--- config.mk ---
export PLATFORM = sky130hd
export DESIGN_NAME = sum_accumulator
export DESIGN_NICKNAME = d
export VERILOG_FILES = /design/src/rtl/sum_accumulator.sv
export SDC_FILE = /design/constraint.sdc
export NUM_CORES = 1
export LEC_CHECK = 0
export CORE_ASPECT_RATIO = 0.7
export CORE_MARGIN = 2
export CORE_UTILIZATION = 48
export CTS_CLUSTER_DIAMETER = 50
export DETAILED_ROUTE_END_ITERATION = 7
export HOLD_SLACK_MARGIN = 0.08
export PLACE_DENSITY = 0.77
export SYNTH_ARGS = -nofsm -noshare
export SYNTH_HDL_FRONTEND = slang
export SYNTH_SLANG_ARGS = --single-unit
export TNS_END_PERCENT = 1
--- constraint.sdc ---
create_clock -name clk -period 2.7 [get_ports clk]
set_clock_uncertainty 0.05 [all_clocks]
set_input_delay 0.54 -clock clk [delete_from_list [all_inputs] [get_ports clk]]
set_output_delay 0.54 -clock clk [all_outputs]
set_load 0.01 [all_outputs]
--- src/rtl/sum_accumulator.sv ---
`default_nettype none
// ============================================================================
//  Module   : sum_accumulator
//  Purpose  : Sums BLOCK_LEN beats of a 9-bit adder result {carry, sum[7:0]}
//             into an ACC_W-bit total. Overflow is reported and is sticky
//             within a block. Handshakes are valid/ready on both sides.
//  Options  : SUM_ACC_SAT_EN - when defined, the accumulator saturates at
//             all-ones on overflow. When undefined, it wraps modulo 2^ACC_W.
//  Revision : 1.0 - initial release
// ============================================================================
module sum_accumulator #(
   parameter int ACC_W     = 16,
   parameter int BLOCK_LEN = 4
) (
   input  logic             clk,
   input  logic             rst_n,
   input  logic             in_valid,
   output logic             in_ready,
   input  logic [7:0]       in_sum,
   input  logic             in_carry,
   input  logic             clear,
   output logic             out_valid,
   input  logic             out_ready,
   output logic [ACC_W-1:0] out_acc,
   output logic             out_ovf,
   output logic             busy
);

   localparam int               CNT_W    = (BLOCK_LEN > 1) ? $clog2(BLOCK_LEN) : 1;
   localparam logic [CNT_W-1:0] LAST_CNT = CNT_W'(BLOCK_LEN - 1);

   typedef enum logic [0:0] {
      ACCUM = 1'b0,
      DONE  = 1'b1
   } state_t;

   state_t           state, state_next;
   logic [ACC_W-1:0] acc, acc_next;
   logic [CNT_W-1:0] cnt, cnt_next;
   logic             ovf, ovf_next;

   logic [ACC_W-1:0] operand;
   logic [ACC_W:0]   sum_ext;
   logic             carry_out;
   logic [ACC_W-1:0] acc_add;

   // Beat operand: the 9-bit adder result, zero-extended (ACC_W >= 9).
   assign operand   = ACC_W'({in_carry, in_sum});
   assign sum_ext   = {1'b0, acc} + {1'b0, operand};
   assign carry_out = sum_ext[ACC_W];

`ifdef SUM_ACC_SAT_EN
   assign acc_add = carry_out ? {ACC_W{1'b1}} : sum_ext[ACC_W-1:0];
`else
   assign acc_add = sum_ext[ACC_W-1:0];
`endif

   // Next-state and handshake logic. Clear overrides any beat or handshake.
   always_comb begin
      state_next = state;
      acc_next   = acc;
      cnt_next   = cnt;
      ovf_next   = ovf;
      in_ready   = (state == ACCUM);
      out_valid  = (state == DONE);

      if (clear) begin
         state_next = ACCUM;
         acc_next   = '0;
         cnt_next   = '0;
         ovf_next   = 1'b0;
      end else begin
         case (state)
            ACCUM: begin
               if (in_valid) begin
                  acc_next = acc_add;
                  ovf_next = ovf | carry_out;
                  if (cnt == LAST_CNT) begin
                     // The count returns to zero here; DONE alone keeps busy high.
                     cnt_next   = '0;
                     state_next = DONE;
                  end else begin
                     cnt_next = cnt + CNT_W'(1);
                  end
               end
            end
            DONE: begin
               if (out_ready) begin
                  state_next = ACCUM;
                  acc_next   = '0;
                  cnt_next   = '0;
                  ovf_next   = 1'b0;
               end
            end
            default: state_next = ACCUM;
         endcase
      end
   end

   // State register; reset drops any partial block or pending result.
   always_ff @(posedge clk or negedge rst_n) begin
      if (!rst_n) state <= ACCUM;
      else        state <= state_next;
   end

   // Datapath registers: accumulator, beat counter and sticky overflow flag.
   always_ff @(posedge clk or negedge rst_n) begin
      if (!rst_n) begin
         acc <= '0;
         cnt <= '0;
         ovf <= 1'b0;
      end else begin
         acc <= acc_next;
         cnt <= cnt_next;
         ovf <= ovf_next;
      end
   end

   assign out_acc = acc;
   assign out_ovf = ovf;
   assign busy    = (cnt != '0) || (state == DONE);

endmodule
`default_nettype wire

# --- Word level (Yosys, flattened, before mapping) ---
# Index checks and enable logic that the tools add are counted.
word_totals:
  wordCells: 32
  register_bits: 20
  out_inout_bits: 20
classes:
  bitwise: 2
  n_eq_ne: 3
  n_reduce_logical: 3
  muxes: 18
  n_addsub: 2
op_table:
  columns: ["cell", "n"]
  rows:
  - ["2-to-1 mux 16 bit", 3]
  - ["case mux 16 bit (2 select lines)", 1]
  - ["adder 16 x 9 -> 17 bit", 1]
  - ["2-to-1 mux 2 bit", 4]
  - ["2-to-1 mux 1 bit", 7]
  - ["case mux 1 bit (2 select lines)", 2]
  - ["case mux 2 bit (2 select lines)", 1]
  - ["!= test 3 x 2 -> 1 bit (second input constant)", 1]
  - ["!= test 3 bit (second input constant)", 1]
  - ["adder 2 x 1 -> 2 bit (second input constant)", 1]
  - ["== test 2 bit (second input constant)", 1]
  - ["AND reduction 2 bit", 1]
  - ["nonzero test 2 bit", 1]
  - ["logical OR 1 bit", 1]
  - ["NOT 1 bit", 1]
  - ["bitwise OR 1 bit", 1]

# --- Logic depth before layout (Yosys ltp) ---
# Gate-level depths: netlist (run 1).
logic_depth:
  ltp_word: 5
  mapped_depth: 9
  depth_no_buf: 9

# --- Worst setup path after synthesis (run 1) ---
# Ideal clock, no wire load.
synth_timing:
  path_kind: "input-to-reg"
  from: "input port in_sum[0]"
  to: "register acc[14] (netlist: out_acc[14])"
  t_required_ns: 2.572
  t_arrival_ns: 2.139
  path_stages: 9
  setup_time_ns: 0.078
  slack_ns: 0.434
  cell_sequence: "ha_1 inv_1 fa_1 nor2b_1 o21ai_0 nand2_1 a21oi_2 or4_1 a21oi_1"
synth_between:
  elab_chain_len: 4
synth_rtl:
  columns: ["item", "line_no", "source"]
  rows:
  - ["start: declaration", "19", "input logic [7:0] in_sum,"]
  - ["adder 16 x 9 -> 17 bit", "49", "assign sum_ext = {1'b0, acc} + {1'b0, operand};"]
  - ["2-to-1 mux 16 bit", "75", "if (in_valid) begin"]
  - ["case mux 16 bit (2 select lines)", "73", "case (state)"]
  - ["2-to-1 mux 16 bit", "67", "if (clear) begin"]
  - ["end signal: assignment", "113", "acc <= acc_next;"]
  - ["end: declaration", "38", "logic [ACC_W-1:0] acc, acc_next;"]
# No other way between the ends. The select of a mux whose other input is x is not followed.
# A chain may end at the register's enable or synchronous reset.

# --- Worst setup path after layout (run 1) ---
# Same ends and word-level chain as after synthesis.

==> results.sh, run 1 <==
export IMPL_status="complete, no violations"
export IMPL_grt_pass1_wl_um=5260
export IMPL_syn_area_per_cell_um2=9.07
export IMPL_path_buf_inv=2
export IMPL_insertion_delay_ps=260
export IMPL_rows=15
export IMPL_stdcell_area_um2=1780
export IMPL_grt_usage_pct=22.3
export IMPL_io_buffers=33
export IMPL_hold_buffers=0
export IMPL_holdCritPathClass="reg2reg"
export IMPL_cp_max_fo=3
export IMPL_clk_path_buf_depth=2
export IMPL_synthTopCellsByCount="dfrtp_1, nand2_1, a21oi_1, ha_1, inv_1"
export IMPL_max_cap_violations=0
export IMPL_regToRegStartpoint="out_acc[3]$_DFFE_PN0P_"
export IMPL_vdd_drop_max_v=0.000386
export IMPL_maxSlewViolCount=0
export IMPL_slowest_delay_ps=500
export IMPL_r2r_slack_ps=530
export IMPL_syn_cell_area_um2=1300
export IMPL_worstMarginPinSlew_ps=827
export IMPL_htreeDepth=1
export IMPL_min_from="out_acc[6]$_DFFE_PN0P_"
export IMPL_yosysSeqAreaShare_pct=38.6
export IMPL_synth_cell_types=36
export IMPL_worstSetupStartpointType="primary input"
export IMPL_async_flop_share_pct=100
export IMPL_final_hold_viol_count=0
export IMPL_r2r_cells=7
export IMPL_synth_top_cell_area_share_pct=38.6
export IMPL_yosysWarnings=0
export IMPL_fmax_mhz=398
export IMPL_cts_tree="done"
export IMPL_p_leak_nw=0.778
export IMPL_die_area_um2=3140
export IMPL_yosys_area_top_type="dfrtp_1"
export IMPL_arrival_ps=2650
export IMPL_core_area_um2=2510
export IMPL_setup_viol=0
export IMPL_placed_area_um2=1730
export IMPL_initial_core_util_pct=51.6
export IMPL_antenna_found_initial=0
export IMPL_path_clk_slew_ps=70
export IMPL_dr_pass1_iters=4
export IMPL_drtIter0Drc=94
export IMPL_via_per_inst=5.58
export IMPL_final_layout_size_suffix_gt1_share_pct=10.2
export IMPL_io_pins=34
export IMPL_slew_headroom_pct=44.6
export IMPL_numCtsBuffers=3
export IMPL_cts_root_buffer="clkbuf_8"
export IMPL_pre_cts_ws_ps=-89.8
export IMPL_whs_path_depth=2
export IMPL_critPathLaunch="in_sum[0]"
export IMPL_hpwlAfterDp_um=2470
export IMPL_overflow=0
export IMPL_cp_top_family="simple AND/OR/NAND/NOR gates"
export IMPL_final_cells=221
export IMPL_crit_type="in2reg"
export IMPL_cts_sinks=20
export IMPL_n_antenna_cell=0
export IMPL_period_share_pct=93.1
export IMPL_wl_um=3170
export IMPL_fp_dieH_um=47.5
export IMPL_synth_edf_count=0
export IMPL_vias=1234
export IMPL_final_nets=215
export IMPL_endpoint_kind="flop"
export IMPL_drc=0
export IMPL_synth_most_common_cell="dfrtp_1"
export IMPL_finalWorstSetupSlack_ps=186
export IMPL_synth_seq_cells=20
export IMPL_area_growth_pct=37.1
export IMPL_ys_flop_type="dfrtp_1"
export IMPL_worstHoldEndpoint="out_acc[6]$_DFFE_PN0P_"
export IMPL_grt_pass1_vias=1176
export IMPL_p_per_area_nw_per_um2=480
export IMPL_period_needed_ps=2510
export IMPL_syn_inst=143
export IMPL_path_cells="clkdlybuf4s50_1 -> ha_1 -> inv_1 -> fa_1 -> nor2b_1 -> o21ai_0 -> nand2_1 -> a21oi_2 -> or4_1 -> a21oi_1"
export IMPL_antenna_left=0
export IMPL_grt_max_degree=21
export IMPL_place_inst=218
export IMPL_r2r_end="out_acc[7]$_DFFE_PN0P_"
export IMPL_grt_setup_unrepaired="no"
export IMPL_crit_required_ps=2830
export IMPL_slowest_stage="or4_1"
export IMPL_finalWeightedCongestion=0.848
export IMPL_synthTopCellsByArea="dfrtp_1, ha_1, nand2_1, a21oi_1, xnor2_1"
export IMPL_wire_per_inst_um=14.3
export IMPL_die_x_um=66.1
export IMPL_syn_nets=169
export IMPL_fin_tns_setup_ps=0
==> cells by family after synthesis <==
kind of cell             share of synthesized area [%]
flip-flops                                        38.6
AND/OR/NAND/NOR                                   15.4
AO/OA/AOI/OAI                                     25.0
buffers and inverters                             3.47
XOR/XNOR                                          5.40
adder cells (fa/ha/maj)                           12.2
==> state kept, by name, summed over array words and instances, names as in the netlist <==
register   count
out_ovf        1
cnt            2
out_acc       16
out_valid      1
==> worst max-delay path by stage <==
| stage | endpoint | cells after the start |
|---|---|---|
| floorplan | out_acc[14]$_DFFE_PN0P_ | 9 |
| global placement | out_acc[8]$_DFFE_PN0P_ | 11 |
| detailed placement | out_acc[14]$_DFFE_PN0P_ | 10 |
| CTS | out_acc[8]$_DFFE_PN0P_ | 11 |
| global route | out_acc[14]$_DFFE_PN0P_ | 10 |
| finish | out_acc[14]$_DFFE_PN0P_ | 10 |
==> stage by stage <==
| step | hold slack [ps] | power (W) | util (%) |
|---|---|---|---|
| 5_1_grt | 502 | 0.000900 | 70.7 |
| 2_1_floorplan | 194 | 0.000522 | - |
| 3_5_place_dp | 453 | 0.000662 | 69.0 |
| 3_3_place_gp | 425 | 0.000651 | 69.0 |
| 4_1_cts | 469 | 0.000856 | 70.6 |
| 6_report | 460 | 0.000853 | 70.7 |
==> cells in the final DEF, fill, tap and decap left out, types with 2 or more instances in the layout <==
cell type        Yosys  final
a21oi_2              3      4
a21oi_1             11     10
dfrtp_1             20     20
nor2_1              10     10
inv_1               11     11
o21a_1               2      2
a21o_1               5      5
o211ai_1             3      3
a211o_1              2      2
clkdlybuf4s50_1      0     33
o31ai_1              4      4
o21ai_0             10     10
clkbuf_8             0      3
nand4_1              3      3
xor2_1               2      2
xnor2_1              6      6
buf_4                0      9
nand3_1              3      3
ha_1                11     11
nand2_1             18     18
==> repair_timing <==
item | CTS | global route
setup buffers | 0 | 0
gates resized for setup | 0 | 1
setup endpoints to repair | 0 | 1
==> power breakdown <==
part	internal, W	switching (W)
Clock	0.0000993	0.0000936
Combinational	0.000158	0.000155
Sequential	0.000325	0.0000223
Total	0.000582	0.000271
==> routing by layer <==
layer / wire [um] / global-route usage, % / vias to the layer above
met4: 8 / 4.49 / 0
met2: 1460 / 38.8 / 50
li1: - / - / 608
met3: 172 / 4.47 / 2
met5: 0 / 0 / -
met1: 1520 / 29.9 / 574
==> worst register-to-register path, cell delays in order, from the launching register on <==
cell	delay, ps
dfrtp_1	400
ha_1	300
a21o_1	200
a21oi_2	210
a21oi_1	120
o21a_1	210
or3_1	310
a32o_1	260
==> final cells by class <==
class	count	area [um^2]
Clock buffer	3	41.3
Fill cell	196	736
Inverter	11	41.3
Multi-Input combinational cell	111	756
Sequential cell	20	500
Tap cell	34	42.5
Timing Repair Buffer	42	398
(Power assumes the default switching activity.)
==> inputs of run 2 (changes only) <==
Settings changed: CORE_ASPECT_RATIO 0.7 to default, CTS_CLUSTER_DIAMETER 50 to default.
==> results.sh, run 2 (same netlist as run 1, synthesis figures left out) <==
export IMPL_status="complete, no violations"
export IMPL_die_x_um=56.0
export IMPL_endpoint_kind="flop"
export IMPL_vdd_drop_max_v=0.000443
export IMPL_path_clk_slew_ps=120
export IMPL_vias=1239
export IMPL_wire_per_inst_um=13.6
export IMPL_placed_area_um2=1730
export IMPL_r2r_slack_ps=540
export IMPL_layout_common_cells="clkdlybuf4s50_1, dfrtp_1, nand2_1"
export IMPL_pwr_share_seq_pct=41.6
export IMPL_die_area_um2=3130
export IMPL_rows=18
export IMPL_crit_type="in2reg"
export IMPL_overflow=0
export IMPL_crit_required_ps=2870
export IMPL_period_share_pct=90.7
export IMPL_antenna_left=0
export IMPL_cp_max_fo=2
export IMPL_final_hold_viol_count=0
export IMPL_cts_root_buffer="clkbuf_4"
export IMPL_slew_headroom_pct=44.9
export IMPL_multi_input_area_um2=756
export IMPL_worstSetupStartpointType="primary input"
export IMPL_largest_reg_flops=16
export IMPL_grt_pass1_vias=1204
export IMPL_antenna_found_initial=0
export IMPL_insertion_delay_ps=310
export IMPL_p_comb_share_pct=36.9
export IMPL_max_cap_violations=0
export IMPL_grt_pass1_wl_um=5310
export IMPL_grt_setup_unrepaired="no"
export IMPL_io_buffers=33
export IMPL_fp_dieH_um=56.0
export IMPL_hold_buffers=0
export IMPL_cts_tree="done"
export IMPL_hpwlAfterDp_um=2290
export IMPL_n_antenna_cell=0
export IMPL_via_per_inst=5.68
export IMPL_period_needed_ps=2450
export IMPL_io_pins=34
export IMPL_utilization_pct=70.1
export IMPL_fillers=202
export IMPL_setup_viol=0
export IMPL_dr_pass1_iters=4
export IMPL_clockPowerShare_pct=21.5
export IMPL_stdcell_area_um2=1770
export IMPL_worst_hold_slack_ps=459
export IMPL_p_per_area_nw_per_um2=470
export IMPL_cts_sinks=20
export IMPL_core_area_um2=2520
export IMPL_p_leak_nw=0.779
export IMPL_worstMarginPinSlew_ps=824
export IMPL_drc=0
export IMPL_htreeDepth=1
export IMPL_switching_share_pct=32.1
export IMPL_final_common_cell="clkdlybuf4s50_1"
export IMPL_final_layout_size_suffix_gt1_share_pct=10.6
export IMPL_area_growth_pct=36.4
export IMPL_finalWeightedCongestion=0.877
export IMPL_numCtsBuffers=3
export IMPL_final_nets=215
export IMPL_internal_power_w=0.000565
export IMPL_initial_core_util_pct=51.4
export IMPL_arrival_ps=2620
export IMPL_grt_usage_pct=20.8
export IMPL_wl_um=2960
export IMPL_seqCellArea_um2=500
export IMPL_drtIter0Drc=17
export IMPL_p_switching_w=0.000267
export IMPL_fmax_mhz=408
export IMPL_clk_path_buf_depth=2
export IMPL_holdCritPathClass="reg2reg"
export IMPL_grt_max_degree=21
export IMPL_maxSlewViolCount=0
-- run 2: cell count changes in the layout (fill, tap and decap cells not counted), sizes merged --
cell    delta
clkbuf     +1
-- run 2: final cells by class --
cell class	count	share of cell area (%)
inverter	11	2.33
clock buffer	4	2.05
timing repair buffer	42	22.5
multi-input combinational	111	42.7
tap	30	2.12
sequential	20	28.3
-- run 2: critical path: stages --
cell and delay (ps):
clkdlybuf4s50_1 460, ha_1 160, inv_1 60, fa_1 400
nor2b_1 110, o21ai_0 100, buf_4 150, a21oi_2 140
o211ai_1 110, nor3b_1 170, o31ai_1 230
-- run 2: repair_timing --
item	CTS	global route
buffers inserted	0	0
endpoints found under the setup margin	0	1
resized for setup	0	1
endpoints found under the hold margin	0	0
-- run 2: worst paths after layout --
check,from,to,cells after the start
hold reg to reg,out_ovf$_DFFE_PN0P_,out_ovf$_DFFE_PN0P_,1
max in group asynchronous,rst_n,out_ovf$_DFFE_PN0P_,2
min in group asynchronous,rst_n,out_acc[6]$_DFFE_PN0P_,2
setup reg to reg,out_acc[0]$_DFFE_PN0P_,out_acc[8]$_DFFE_PN0P_,10
hold / removal,out_ovf$_DFFE_PN0P_,out_ovf$_DFFE_PN0P_,1
setup / recovery,in_sum[0],out_acc[8]$_DFFE_PN0P_,11
-- run 2: power groups by stage --
stage,Combinational [W],Sequential [W],Clock [W]
4_1_cts,0.000308,0.000346,0.000182
2_1_floorplan,0.000162,0.000360,0
3_5_place_dp,0.000305,0.000352,0
3_3_place_gp,0.000301,0.000351,0
6_report,0.000307,0.000346,0.000179
5_1_grt,0.000343,0.000350,0.000194
-- run 2: stage by stage --
step	total power (W)	setup TNS, ps	instances	setup WS, ps
floorplan	0.000522	0	143	434
global placement	0.000652	-109	214	-49.7
detailed placement	0.000657	-252	214	-101
CTS	0.000836	0	218	220
global route	0.000886	0	218	81.9
finish	0.000832	0	218	252
-- run 2: per-layer routing --
metal | share of wire, % | vias to the layer above | global-route usage (%)
met4 | 0.51 | 0 | 7.14
met1 | 43 | 582 | 27.5
met3 | 7.7 | 2 | 2.33
met2 | 49 | 49 | 35.1
met5 | 0 | - | 0
li1 | - | 606 | -
==> inputs of run 3 (changes only) <==
--- a/config.mk
+++ b/config.mk
@@ -7,7 +7,8 @@
 export LEC_CHECK = 0
+export CORE_ASPECT_RATIO = 0.8
 export CORE_MARGIN = 2
-export CORE_UTILIZATION = 48
+export CORE_UTILIZATION = 40
 export DETAILED_ROUTE_END_ITERATION = 7
 export HOLD_SLACK_MARGIN = 0.08
-export PLACE_DENSITY = 0.77
+export PLACE_DENSITY = 0.66
 export SYNTH_ARGS = -nofsm -noshare
--- a/constraint.sdc
+++ b/constraint.sdc
@@ -4,2 +4,2 @@
 set_output_delay 0.54 -clock clk [all_outputs]
-set_load 0.01 [all_outputs]
+set_load 0.02 [all_outputs]
==> results.sh, run 3 (same netlist as run 1, synthesis figures left out) <==
export IMPL_wire_per_inst_um=13.6
export IMPL_die_x_um=67.7
export IMPL_path_clk_slew_ps=80
export IMPL_fillers=270
export IMPL_setup_viol=0
export IMPL_p_per_area_nw_per_um2=535
export IMPL_final_layout_size_suffix_gt1_share_pct=11.6
export IMPL_cp_max_fo=3
export IMPL_htreeDepth=1
export IMPL_rows=18
export IMPL_io_pins=34
export IMPL_arrival_ps=2660
export IMPL_r2r_end="out_acc[14]$_DFFE_PN0P_"
export IMPL_io_buffers=33
export IMPL_status="complete, no violations"
export IMPL_insertion_delay_ps=260
export IMPL_p_leak_nw=0.804
export IMPL_vias=1202
export IMPL_seqCellArea_um2=500
export IMPL_worstHoldEndpoint="out_ovf$_DFFE_PN0P_"
export IMPL_crit_required_ps=2850
export IMPL_drtIter0Drc=50
export IMPL_cts_tree="done"
export IMPL_fp_dieH_um=54.9
export IMPL_numCtsBuffers=3
export IMPL_vdd_drop_max_v=0.000292
export IMPL_die_area_um2=3720
export IMPL_final_cells=230
export IMPL_wl_um=3130
export IMPL_drc=0
export IMPL_worstMarginPinSlew_ps=732
export IMPL_final_nets=217
export IMPL_r2r_slack_ps=530
export IMPL_crit_type="in2reg"
export IMPL_largest_reg_flops=16
export IMPL_worst_hold_slack_ps=445
export IMPL_r2r_cells=9
export IMPL_core_area_um2=3090
export IMPL_grt_pass1_wl_um=5220
export IMPL_fin_tns_setup_ps=0
export IMPL_endpoint_kind="flop"
export IMPL_grt_setup_unrepaired="no"
export IMPL_n_antenna_cell=0
export IMPL_min_from="out_ovf$_DFFE_PN0P_"
export IMPL_dr_pass1_iters=4
export IMPL_grt_pass1_vias=1145
export IMPL_worstSetupStartpointType="primary input"
export IMPL_grt_max_degree=21
export IMPL_whs_path_depth=1
export IMPL_period_needed_ps=2520
export IMPL_antenna_found_initial=0
export IMPL_holdCritPathClass="reg2reg"
export IMPL_max_cap_violations=0
export IMPL_period_share_pct=93.2
export IMPL_via_per_inst=5.23
export IMPL_multi_input_area_um2=756
export IMPL_cts_sinks=20
export IMPL_antenna_left=0
export IMPL_overflow=0
export IMPL_clk_path_buf_depth=2
export IMPL_fmax_mhz=397
export IMPL_regToRegStartpoint="out_acc[0]$_DFFE_PN0P_"
export IMPL_final_common_cell="clkdlybuf4s50_1"
export IMPL_place_inst=225
export IMPL_grt_usage_pct=18.8
export IMPL_maxSlewViolCount=0
export IMPL_final_hold_viol_count=0
export IMPL_finalWeightedCongestion=0.875
export IMPL_slew_headroom_pct=51.0
export IMPL_initial_core_util_pct=42.1
export IMPL_area_growth_pct=41.2
export IMPL_layout_common_cells="clkdlybuf4s50_1, dfrtp_1, nand2_1"
export IMPL_cts_root_buffer="clkbuf_8"
export IMPL_hpwlAfterDp_um=2390
-- run 3: cell count changes in the layout (fill, tap and decap cells not counted), sizes merged --
cell | previous run | this run
bufinv | 0 | 1
buf | 9 | 11
clkbuf | 4 | 3
-- run 3: repair_timing --
item	in CTS	in global routing
hold buffers	0	0
buffers inserted	0	1
endpoints found under the setup margin	0	1
resized for setup	0	1
-- run 3: routing by layer --
metal	GRT usage, %	share of wire (%)	vias to the layer above
met5	0	0	-
met4	6.12	0.77	0
met3	2.02	3.7	4
met2	30.1	45	26
met1	26.9	50	564
li1	-	-	608
-- run 3: worst max-delay path, cell delays in order --
cell	delay, ps
clkdlybuf4s50_1	460
ha_1	160
inv_1	60
fa_1	390
nor2b_1	110
o21ai_0	100
nand2_1	120
a21oi_2	70
or4_1	520
a21oi_2	140
-- run 3: cell type report --
class	instances	share of cell area [%]
repair buffers	44	22.5
well taps	40	2.73
inverters	11	2.25
flip-flops and latches	20	27.3
clock inverters	1	1.64
multi-input cells	111	41.3
clock buffers	3	2.25
-- run 3: worst max-delay path by stage --
stage | from | endpoint | slack, ps | depth (start not counted)
after global placement | in_sum[0] | out_acc[14]$_DFFE_PN0P_ | -30 | 10
final | in_sum[0] | out_acc[14]$_DFFE_PN0P_ | 180 | 10
after CTS | in_sum[0] | out_acc[14]$_DFFE_PN0P_ | 200 | 10
after floorplan | in_sum[0] | out_acc[14]$_DFFE_PN0P_ | 430 | 9
after global routing | in_sum[0] | out_acc[14]$_DFFE_PN0P_ | 20 | 10
after detailed placement | in_sum[0] | out_acc[14]$_DFFE_PN0P_ | -70 | 10
-- run 3: through the flow --
stage          cell area [um^2]  worst slack [ps]  util [%]  power, W
4_1_cts                    1820               197      59.0  0.000982
2_1_floorplan              1300               433         -  0.000542
5_1_grt                    1830              19.8      59.4   0.00104
6_report                   1830               184      59.4  0.000980
3_3_place_gp               1750             -33.4      56.7  0.000673
3_5_place_dp               1750             -66.1      56.7  0.000677
-- run 3: power by group --
| part | leakage [nW] | switching [W] | total, W | internal (W) |
|---|---|---|---|---|
| sequential | 0.271 | 0.0000219 | 0.000346 | 0.000325 |
| combinational | 0.497 | 0.000168 | 0.000328 | 0.000160 |
| clock | 0.0357 | 0.000107 | 0.000306 | 0.000198 |
